==> src/rtl/uart_pkg.sv <==
`timescale 1ns/1ps
`default_nettype none
// ============================================================================
// Module      : uart_pkg
// Description : Shared UART definitions: receive FSM state encoding and the
//               baud divider calculation used by both RX and TX paths.
// Revision    : 1.0 - initial release
// ============================================================================
package uart_pkg;

    typedef enum logic [2:0] {
        ST_IDLE   = 3'd0,
        ST_START  = 3'd1,
        ST_DATA   = 3'd2,
        ST_PARITY = 3'd3,
        ST_STOP   = 3'd4,
        ST_BREAK  = 3'd5
    } uart_rx_state_t;

    // Clock cycles per bit, rounded to nearest.
    function automatic int calc_div(input int clk_freq, input int baud_rate);
        return (clk_freq + baud_rate / 2) / baud_rate;
    endfunction

endpackage
`default_nettype wire

==> src/rtl/uart_rx_byte.sv <==
`timescale 1ns/1ps
`default_nettype none
// ============================================================================
// Module      : uart_rx_byte
// Description : UART byte receiver. 2-FF synchroniser, start/data/parity/stop
//               FSM and frame/parity checking. Emits one-cycle strobes.
// Ports       : clk, rstn          - clock, synchronous active-low reset
//               i_uart_rx          - asynchronous RX line, idle high
//               o_byte_valid/o_byte- accepted byte strobe and value
//               o_parity_err       - parity mismatch, byte dropped
//               o_frame_err        - stop bit sampled low, byte dropped
//               o_start            - start edge detected (pulse)
//               o_idle             - FSM is waiting for a start edge
// Revision    : 1.0 - initial release
// ============================================================================
module uart_rx_byte
    import uart_pkg::*;
#(
    parameter int    DIV    = 234,
    parameter string PARITY = "NONE"
) (
    input  logic       clk,
    input  logic       rstn,
    input  logic       i_uart_rx,
    output logic       o_byte_valid,
    output logic [7:0] o_byte,
    output logic       o_parity_err,
    output logic       o_frame_err,
    output logic       o_start,
    output logic       o_idle
);

    localparam int HALF  = DIV / 2;
    localparam int CNT_W = $clog2(DIV + 1);
    localparam logic [CNT_W-1:0] c_half_last = CNT_W'(HALF - 1);
    localparam logic [CNT_W-1:0] c_div_last  = CNT_W'(DIV - 1);
    localparam bit c_par_en  = (PARITY != "NONE");
    localparam bit c_par_odd = (PARITY == "ODD");

    logic             r_sync1, r_sync2, r_prev;
    uart_rx_state_t   r_state, w_state_nxt;
    logic [CNT_W-1:0] r_cnt, w_cnt_nxt;
    logic [2:0]       r_bit, w_bit_nxt;
    logic [7:0]       r_shift, w_shift_nxt;
    logic             r_perr, w_perr_nxt;
    logic             r_byte_valid, w_byte_valid_nxt;
    logic             r_parity_err, w_parity_err_nxt;
    logic             r_frame_err, w_frame_err_nxt;
    logic             r_start, w_start_nxt;

    always_ff @(posedge clk) begin
        if (!rstn) begin
            r_sync1      <= 1'b1;
            r_sync2      <= 1'b1;
            r_prev       <= 1'b1;
            r_state      <= ST_IDLE;
            r_cnt        <= '0;
            r_bit        <= '0;
            r_shift      <= '0;
            r_perr       <= 1'b0;
            r_byte_valid <= 1'b0;
            r_parity_err <= 1'b0;
            r_frame_err  <= 1'b0;
            r_start      <= 1'b0;
        end else begin
            r_sync1      <= i_uart_rx;
            r_sync2      <= r_sync1;
            r_prev       <= r_sync2;
            r_state      <= w_state_nxt;
            r_cnt        <= w_cnt_nxt;
            r_bit        <= w_bit_nxt;
            r_shift      <= w_shift_nxt;
            r_perr       <= w_perr_nxt;
            r_byte_valid <= w_byte_valid_nxt;
            r_parity_err <= w_parity_err_nxt;
            r_frame_err  <= w_frame_err_nxt;
            r_start      <= w_start_nxt;
        end
    end

    always_comb begin
        w_state_nxt      = r_state;
        w_cnt_nxt        = r_cnt + 1'b1;
        w_bit_nxt        = r_bit;
        w_shift_nxt      = r_shift;
        w_perr_nxt       = r_perr;
        w_byte_valid_nxt = 1'b0;
        w_parity_err_nxt = 1'b0;
        w_frame_err_nxt  = 1'b0;
        w_start_nxt      = 1'b0;
        case (r_state)
            ST_IDLE: begin
                w_cnt_nxt = '0;
                if (r_prev && !r_sync2) begin
                    w_state_nxt = ST_START;
                    w_start_nxt = 1'b1;
                end
            end
            ST_START: begin
                // Mid-bit check rejects glitches shorter than half a bit.
                if (r_cnt == c_half_last) begin
                    w_cnt_nxt = '0;
                    if (r_sync2) begin
                        w_state_nxt = ST_IDLE;
                    end else begin
                        w_state_nxt = ST_DATA;
                        w_bit_nxt   = '0;
                        w_perr_nxt  = 1'b0;
                    end
                end
            end
            ST_DATA: begin
                if (r_cnt == c_div_last) begin
                    w_cnt_nxt   = '0;
                    w_shift_nxt = {r_sync2, r_shift[7:1]};
                    if (r_bit == 3'd7) begin
                        w_state_nxt = c_par_en ? ST_PARITY : ST_STOP;
                    end else begin
                        w_bit_nxt = r_bit + 3'd1;
                    end
                end
            end
            ST_PARITY: begin
                if (r_cnt == c_div_last) begin
                    w_cnt_nxt   = '0;
                    w_perr_nxt  = ((^r_shift) ^ r_sync2) != c_par_odd;
                    w_state_nxt = ST_STOP;
                end
            end
            ST_STOP: begin
                if (r_cnt == c_div_last) begin
                    w_cnt_nxt = '0;
                    if (!r_sync2) begin
                        // Framing error wins over parity error.
                        w_frame_err_nxt = 1'b1;
                        w_state_nxt     = ST_BREAK;
                    end else if (r_perr) begin
                        w_parity_err_nxt = 1'b1;
                        w_state_nxt      = ST_IDLE;
                    end else begin
                        w_byte_valid_nxt = 1'b1;
                        w_state_nxt      = ST_IDLE;
                    end
                end
            end
            ST_BREAK: begin
                // A held-low line must return high before a new start edge.
                w_cnt_nxt = '0;
                if (r_sync2) begin
                    w_state_nxt = ST_IDLE;
                end
            end
            default: begin
                w_cnt_nxt   = '0;
                w_state_nxt = ST_IDLE;
            end
        endcase
    end

    assign o_byte_valid = r_byte_valid;
    assign o_byte       = r_shift;
    assign o_parity_err = r_parity_err;
    assign o_frame_err  = r_frame_err;
    assign o_start      = r_start;
    assign o_idle       = (r_state == ST_IDLE);

endmodule
`default_nettype wire

==> src/rtl/uart_rx_packer.sv <==
`timescale 1ns/1ps
`default_nettype none
// ============================================================================
// Module      : uart_rx_packer
// Description : Host-to-CAN UART receiver. Packs received bytes into 32-bit
//               words (first byte in [7:0]) and presents them on a
//               valid/ready interface. A partial word is flushed zero-padded
//               after FLUSH_BITS idle bit periods (0 disables flushing).
// Ports       : clk, rstn          - clock, synchronous active-low reset
//               i_uart_rx          - asynchronous RX line, idle high
//               o_valid/o_ready    - word handshake (o_ready is an input)
//               o_data/o_nbytes    - packed word and its byte count (1..4)
//               o_parity_err       - pulse: byte dropped on parity mismatch
//               o_frame_err        - pulse: byte dropped on bad stop bit
//               o_overflow         - pulse: word discarded, output stalled
// Revision    : 1.0 - initial release
// ============================================================================
module uart_rx_packer
    import uart_pkg::*;
#(
    parameter int    CLK_FREQ   = 27000000,
    parameter int    BAUD_RATE  = 115200,
    parameter string PARITY     = "NONE",
    parameter int    FLUSH_BITS = 32
) (
    input  logic        clk,
    input  logic        rstn,
    input  logic        i_uart_rx,
    output logic        o_valid,
    input  logic        o_ready,
    output logic [31:0] o_data,
    output logic [2:0]  o_nbytes,
    output logic        o_parity_err,
    output logic        o_frame_err,
    output logic        o_overflow
);

    localparam int DIV = calc_div(CLK_FREQ, BAUD_RATE);

    logic       w_byte_valid;
    logic [7:0] w_byte;
    logic       w_start;
    logic       w_idle;
    logic       w_flush;

    uart_rx_byte #(
        .DIV    (DIV),
        .PARITY (PARITY)
    ) u_rx_byte (
        .clk          (clk),
        .rstn         (rstn),
        .i_uart_rx    (i_uart_rx),
        .o_byte_valid (w_byte_valid),
        .o_byte       (w_byte),
        .o_parity_err (o_parity_err),
        .o_frame_err  (o_frame_err),
        .o_start      (w_start),
        .o_idle       (w_idle)
    );

    // Packer: only three bytes are ever held; the fourth goes straight into
    // the emitted word.
    logic [1:0]  r_k;
    logic [23:0] r_pack;
    logic        r_emit;
    logic [31:0] r_emit_data;
    logic [2:0]  r_emit_nbytes;

    always_ff @(posedge clk) begin
        if (!rstn) begin
            r_k           <= '0;
            r_pack        <= '0;
            r_emit        <= 1'b0;
            r_emit_data   <= '0;
            r_emit_nbytes <= '0;
        end else begin
            r_emit <= 1'b0;
            if (w_byte_valid) begin
                case (r_k)
                    2'd0: r_pack[7:0]   <= w_byte;
                    2'd1: r_pack[15:8]  <= w_byte;
                    2'd2: r_pack[23:16] <= w_byte;
                    default: begin
                        r_emit        <= 1'b1;
                        r_emit_data   <= {w_byte, r_pack};
                        r_emit_nbytes <= 3'd4;
                        r_pack        <= '0;
                    end
                endcase
                r_k <= r_k + 2'd1;
            end else if (w_flush) begin
                r_emit        <= 1'b1;
                r_emit_data   <= {8'h00, r_pack};
                r_emit_nbytes <= {1'b0, r_k};
                r_pack        <= '0;
                r_k           <= '0;
            end
        end
    end

    generate
        if (FLUSH_BITS > 0) begin : g_flush
            localparam logic [31:0] c_limit_last = 32'(FLUSH_BITS * DIV - 1);
            logic [31:0] r_idle_cnt;

            // Counts idle cycles only while a partial word is pending.
            always_ff @(posedge clk) begin
                if (!rstn) begin
                    r_idle_cnt <= '0;
                end else if (w_byte_valid || w_start || (r_k == 2'd0)) begin
                    r_idle_cnt <= '0;
                end else if (w_idle) begin
                    if (r_idle_cnt == c_limit_last) begin
                        r_idle_cnt <= '0;
                    end else begin
                        r_idle_cnt <= r_idle_cnt + 32'd1;
                    end
                end
            end

            assign w_flush = (r_k != 2'd0) && w_idle && !w_start &&
                             (r_idle_cnt == c_limit_last);
        end else begin : g_no_flush
            assign w_flush = 1'b0;
        end
    endgenerate

    // Output register: a stalled holder keeps its word and the newcomer is
    // dropped with an overflow pulse.
    logic        r_valid;
    logic [31:0] r_data;
    logic [2:0]  r_nbytes;
    logic        r_overflow;

    always_ff @(posedge clk) begin
        if (!rstn) begin
            r_valid    <= 1'b0;
            r_data     <= '0;
            r_nbytes   <= '0;
            r_overflow <= 1'b0;
        end else begin
            r_overflow <= 1'b0;
            if (r_emit) begin
                if (!r_valid || o_ready) begin
                    r_valid  <= 1'b1;
                    r_data   <= r_emit_data;
                    r_nbytes <= r_emit_nbytes;
                end else begin
                    r_overflow <= 1'b1;
                end
            end else if (r_valid && o_ready) begin
                r_valid <= 1'b0;
            end
        end
    end

    assign o_valid    = r_valid;
    assign o_data     = r_data;
    assign o_nbytes   = r_nbytes;
    assign o_overflow = r_overflow;

endmodule
`default_nettype wire

==> config.mk <==
export PLATFORM = sky130hd
export DESIGN_NAME = uart_rx_packer
export DESIGN_NICKNAME = d
export VERILOG_FILES = /design/src/rtl/uart_pkg.sv /design/src/rtl/uart_rx_byte.sv /design/src/rtl/uart_rx_packer.sv
export SDC_FILE = /design/constraint.sdc
export NUM_CORES = 1
export LEC_CHECK = 0
export BUFFER_PORTS_ARGS = -buffer_cell sky130_fd_sc_hd__buf_2
export CAP_MARGIN = 5
export CELL_PAD_IN_SITES_DETAIL_PLACEMENT = 2
export CELL_PAD_IN_SITES_GLOBAL_PLACEMENT = 2
export CORE_UTILIZATION = 40
export CTS_BUF_LIST = sky130_fd_sc_hd__clkbuf_8
export DETAILED_ROUTE_END_ITERATION = 6
export GPL_TIMING_DRIVEN = 1
export PLACE_DENSITY = 0.81
export REMOVE_ABC_BUFFERS = 1
export SLEW_MARGIN = 0
export SYNTH_ARGS = -nofsm -noshare
export SYNTH_HDL_FRONTEND = slang
export SYNTH_HIERARCHICAL = 1
export SYNTH_SLANG_ARGS = --single-unit
==> constraint.sdc <==
create_clock -name clk -period 5.6 [get_ports clk]
set_input_delay 1.12 -clock clk [delete_from_list [all_inputs] [get_ports clk]]
set_output_delay 1.12 -clock clk [all_outputs]
set_load 0.01 [all_outputs]
==> metrics, run 1 <==
outcome=complete, no violations; register area share after synthesis=0.455; post-CTS setup buffer count=0; Worst Hold Class=reg2reg; Gate power share=0.016; CP Capture Type=register; RSZ-0062 raised after global routing=false; CP Max Fanout=27; post-synthesis register bit count=161; worst reg2reg setup slack=2.17 ns; Sw Share=0.237; Root Buffer=clkbuf_8; Int Power=1.53 mW; VDD IR max=0.154 mV; via count=5953; final setup TNS=0 ns; most frequent cells in the layout=nand2_1, dfxtp_1, nor2_1, a21boi_0, buf_2; Synth Flop Type=dfxtp_1; reg2reg end=r_emit_data[25]; die area=18300 µm²; drt drc=0; clk slew on worst S/H paths=0.09 ns; final core occ=0.451; Leakage Power=2.74 nW; Critical Path End=r_emit_data[25]; Area growth syn-to-layout=10.0%; vias in the first global route=6660; share of cells above drive strength 1=0.124; YS warnings=6; n_diodes=0; fin crit share=0.613; met3 Resource Use GR=0.0402; Hold Vio Cnt, Final=0; wire per inst=19.3 µm; total grt overflow=0; initial antenna violation count=0; worst setup path startpoint=u_rx_byte/r_state[2]; 1st-iter DRT viols=265; f_max=291 MHz; M2 GR Usage=0.430; critical path data arrival time=3.77 ns; Netlist cell types=63; GR peak layer=met2; Pwr Density=257 nW/µm²; H-tree depth=4; critical path class=reg2reg; number of synthesized flops with an enable pin=0; final setup vio count=0; CTS Buffer Depth=2; total global-route track usage=0.237; met1 GRT Util=0.280; die height=135 µm; placed cell count=1023; Final min period=3.43 ns; post-cts sizing count=0; # IOs=43; worst clock skew=0.0175 ns; Core Region=17300 µm²; Worst-Margin Slew=1.14 ns; via/cell ratio=5.64; Seq pwr share=0.572; Max transition margin=0.235; Post-DRT Antenna Nets=0; non-filler cells in the finished layout=1056; CTS tree=yes; Post-Place Worst Slack=2.15 ns; P_sw=0.475 mW; Worst Path Required=5.94 ns; Clock power frac=0.412; Gate Count Post-Synth=801; hold-fix buffers at CTS=0; Post-synth ARST share=0; Worst setup SP type=register; worst r2r path cells=6; Slew Viols, Final=0; count of nets after finishing=832; Buffers on Ports=42; GPL Wtd Cong=0.791; Critical R2R Launch=u_rx_byte/r_state[2]; max-cap violations=0; Synth Area per Inst=8.85 µm²; TritonCTS buffer count=17; mapped cell area=7090 µm²; post-DP HPWL=13200 µm; final wirelength=20300 µm; clock sinks=161; # rows=48; largest net degree at the start of global routing=59; Final Worst Setup Slack=2.17 ns; number of iterations in the first detailed-routing pass=4; Clock Latency Late Sink=0.47 ns; Die X=135 µm; starting density of the core=0.410; first-pass GRT wire length=33800 µm
-- worst min-delay path by stage --
stage                      start  slack (ns)                 to  cells after the start
4_1_cts        u_rx_byte/r_sync1        0.43  u_rx_byte/r_sync2                      1
5_1_grt        u_rx_byte/r_sync1        0.45  u_rx_byte/r_sync2                      1
3_3_place_gp   u_rx_byte/r_sync1        0.39  u_rx_byte/r_sync2                      1
3_5_place_dp   u_rx_byte/r_sync1        0.41  u_rx_byte/r_sync2                      1
2_1_floorplan  u_rx_byte/r_sync1        0.39  u_rx_byte/r_sync2                      1
6_report       u_rx_byte/r_sync1        0.42  u_rx_byte/r_sync2                      1
-- power by group through the flow --
stage	clock [mW]	sequential [mW]	combinational, mW
2_1_floorplan	0	1.17	0.0153
3_3_place_gp	0	1.17	0.0316
3_5_place_dp	0	1.17	0.0332
4_1_cts	0.849	1.15	0.0337
5_1_grt	0.898	1.15	0.0357
6_report	0.825	1.15	0.0329
-- metal layers --
layer | vias to the layer above | part of all wire
li1 | 2842 | -
met1 | 3026 | 0.45
met2 | 63 | 0.52
met3 | 22 | 0.021
met4 | 0 | 0.013
met5 | - | 0
-- through the flow --
step	area, µm²	hold slack, ns	total power, mW
after detailed placement	7410	0.409	1.21
final	7800	0.423	2.00
after global placement	7410	0.392	1.20
after CTS	7780	0.429	2.03
after floorplan	6870	0.386	1.19
after global routing	7800	0.446	2.08
-- critical path, cell delays in order (launching register included) --
cell and delay [ns]:
dfxtp_1 0.42, nor3_1 0.76, nand2_1 0.30, nor3_4 0.94, nand3_1 0.53, nand3_1 0.24, a21boi_0 0.12
-- flip-flops by register name, indices dropped and copies added, names as in the netlist --
name	cells
g_flush.r_idle_cnt	32
o_data	32
r_emit_data	32
r_pack	24
u_rx_byte/o_byte	8
u_rx_byte/r_cnt	8
o_nbytes	3
r_emit_nbytes	3
u_rx_byte/r_bit	3
u_rx_byte/r_state	3
r_k	2
o_overflow	1
o_valid	1
r_emit	1
u_rx_byte/o_byte_valid	1
u_rx_byte/o_frame_err	1
u_rx_byte/o_parity_err	1
u_rx_byte/o_start	1
u_rx_byte/r_perr	1
u_rx_byte/r_prev	1
u_rx_byte/r_sync1	1
u_rx_byte/r_sync2	1
-- synthesized netlist by cell type, types with 12 or more instances --
master       n  area [µm²]
dfxtp_1    161        3220
nor4_1      12        75.1
clkbuf_1    36         135
nor2b_1     14        87.6
a21boi_0    51         383
a221o_1     25         250
nor2_1      51         191
o2bb2ai_1   24         210
and3_1      30         188
xnor2_1     24         210
nand2_1    161         604
nand3_1     31         155
o21ai_0     33         165
-- area by class of cell --
class                      count  area, µm²
fill                        1910       9500
inverter                      10       37.5
multi-input combinational    580       3620
sequential                   161       3220
clock inverter                13        114
clock buffer                  19        262
timing repair buffer          48        263
tap                          225        282
-- cells by family after synthesis --
| logic type | synth area share |
|---|---|
| and+or+nand+nor | 0.265 |
| DFF | 0.455 |
| AOI/OAI and AO/OA | 0.165 |
| buffers and inverters | 0.0357 |
| xor gates and xnor gates | 0.0464 |
| muxes | 0.0155 |
| adders and majority gates | 0.0177 |
Power figures use the tool's default switching activity.
==> run 2, diff against run 1 <==
Settings changed: CORE_UTILIZATION 40 to 39, PLACE_DENSITY 0.81 to 0.79.
Clock period 5.6 ns to 3.3 ns, I/O delays scaled along.
==> metrics, run 2 (synthesis results as in run 1) <==
Worst Path Required=3.65 ns; Leakage Power=2.82 nW; VDD IR max=0.269 mV; clk slew on worst S/H paths=0.08 ns; Post-DRT Antenna Nets=0; H-tree depth=4; non-filler cells in the finished layout=1063; worst r2r path cells=7; Clock Latency Late Sink=0.47 ns; total global-route track usage=0.233; CP Capture Type=register; first-pass GRT wire length=33500 µm; share of cells above drive strength 1=0.128; n_diodes=0; worst clock skew=0.0106 ns; via count=5994; RSZ-0062 raised after global routing=false; Core Region=17500 µm²; CTS tree=yes; post-CTS setup buffer count=0; CP Max Fanout=13; wire per inst=19.1 µm; crit-path max cell delay=0.50 ns; placed cell count=1032; hold path start=i_uart_rx; Max transition margin=0.421; worst setup path startpoint=r_k[0]; clock sinks=161; Hold Vio Cnt, Final=0; Worst Hold Class=in2reg; post-DP HPWL=13700 µm; # IOs=43; starting density of the core=0.404; die area=18700 µm²; Root Buffer=clkbuf_8; hold-fix buffers at CTS=0; Buffers on Ports=42; TritonCTS buffer count=17; final setup TNS=0 ns; Fillers=1940; GPL Wtd Cong=0.815; 1st-iter DRT viols=217; via/cell ratio=5.64; Pwr Density=461 nW/µm²; critical path cell sequence=inv_1 -> ha_1 -> or3_4 -> nor3_4 -> nand3_1 -> nand3_1 -> a21boi_0; f_max=385 MHz; placed cell area=7470 µm²; # rows=48; die height=137 µm; cell with the largest stage delay on the worst path=nor3_4; number of iterations in the first detailed-routing pass=4; PnR Total Power=3.65 mW; drt drc=0; Worst setup SP type=register; outcome=complete, no violations; Critical R2R Launch=r_k[0]; Area growth syn-to-layout=11.7%; worst reg2reg setup slack=0.70 ns; largest net degree at the start of global routing=38; critical path class=reg2reg; max-cap violations=0; CTS Buffer Depth=2; Die X=137 µm; critical path data arrival time=2.95 ns; Final min period=2.60 ns; fin crit share=0.788; reg2reg end=r_emit_data[25]; Worst-Margin Slew=0.869 ns; most frequent cells in the layout=nand2_1, dfxtp_1, nor2_1, a21boi_0, buf_2; Crit path top cell by count=nand3_1; final setup vio count=0; count of nets after finishing=840; total grt overflow=0; Slew Viols, Final=0; final wirelength=20300 µm; cell area after layout=7910 µm²; vias in the first global route=6510; Critical Path End=r_emit_data[25]; post-cts sizing count=0; initial antenna violation count=0
## run 2: cell types whose count changed in the layout (fill, tap and decap cells not counted), sizes merged
cell      before  now
clkinv         6    3
buf           48   56
inv           12   13
bufinv         1    5
clkbuf        19   18
clkinvlp       4    2
## run 2: per-layer routing
layer / share of wire / vias up / GRT usage
li1: - / 2858 / -
met1: 0.44 / 3052 / 0.267
met2: 0.52 / 60 / 0.432
met3: 0.020 / 24 / 0.0411
met4: 0.013 / 0 / 0.0781
met5: 0 / - / 0
## run 2: area by class of cell
type / instances / area [µm²] / share of cell area
clock inverters: 13 / 195 / 0.0247
inverters: 10 / 37.5 / 0.00474
clock buffers: 18 / 248 / 0.0313
multi-input cells: 580 / 3610 / 0.457
repair buffers: 56 / 315 / 0.0398
well taps: 225 / 282 / 0.0356
flip-flops and latches: 161 / 3220 / 0.407
## run 2: metrics by stage
| stage | utilization | worst slack [ns] | hold WS, ns |
|---|---|---|---|
| finish | 0.451 | 0.700 | 0.385 |
| global route | 0.451 | 0.504 | 0.367 |
| CTS | 0.451 | 0.668 | 0.355 |
| detailed placement | 0.426 | 0.698 | 0.406 |
| global placement | 0.426 | 0.830 | 0.391 |
| floorplan | - | 0.808 | 0.386 |
## run 2: report_power, final
group          total, mW  internal, mW  switching (mW)
combinational     0.0567        0.0201          0.0366
clock               1.65         0.906           0.743
sequential          1.94          1.94         0.00235
total               3.65          2.87           0.782
## run 2: worst max-delay path: cells and delay by family (launching register included)
family / cells / cell delay (ns)
flip-flops: 1 / 0.42
AND/OR/NAND/NOR: 4 / 1.59
AO/OA/AOI/OAI: 1 / 0.11
buffers and inverters: 1 / 0.10
adder cells (fa/ha/maj): 1 / 0.26
## run 2: worst min-delay path by stage
stage | endpoint | slack, ns | depth (start not counted)
3_5_place_dp | u_rx_byte/r_sync2 | 0.41 | 1
4_1_cts | u_rx_byte/r_sync1 | 0.36 | 2
3_3_place_gp | u_rx_byte/r_sync2 | 0.39 | 1
6_report | u_rx_byte/r_sync1 | 0.38 | 2
5_1_grt | u_rx_byte/r_sync1 | 0.37 | 2
2_1_floorplan | u_rx_byte/r_sync2 | 0.39 | 1
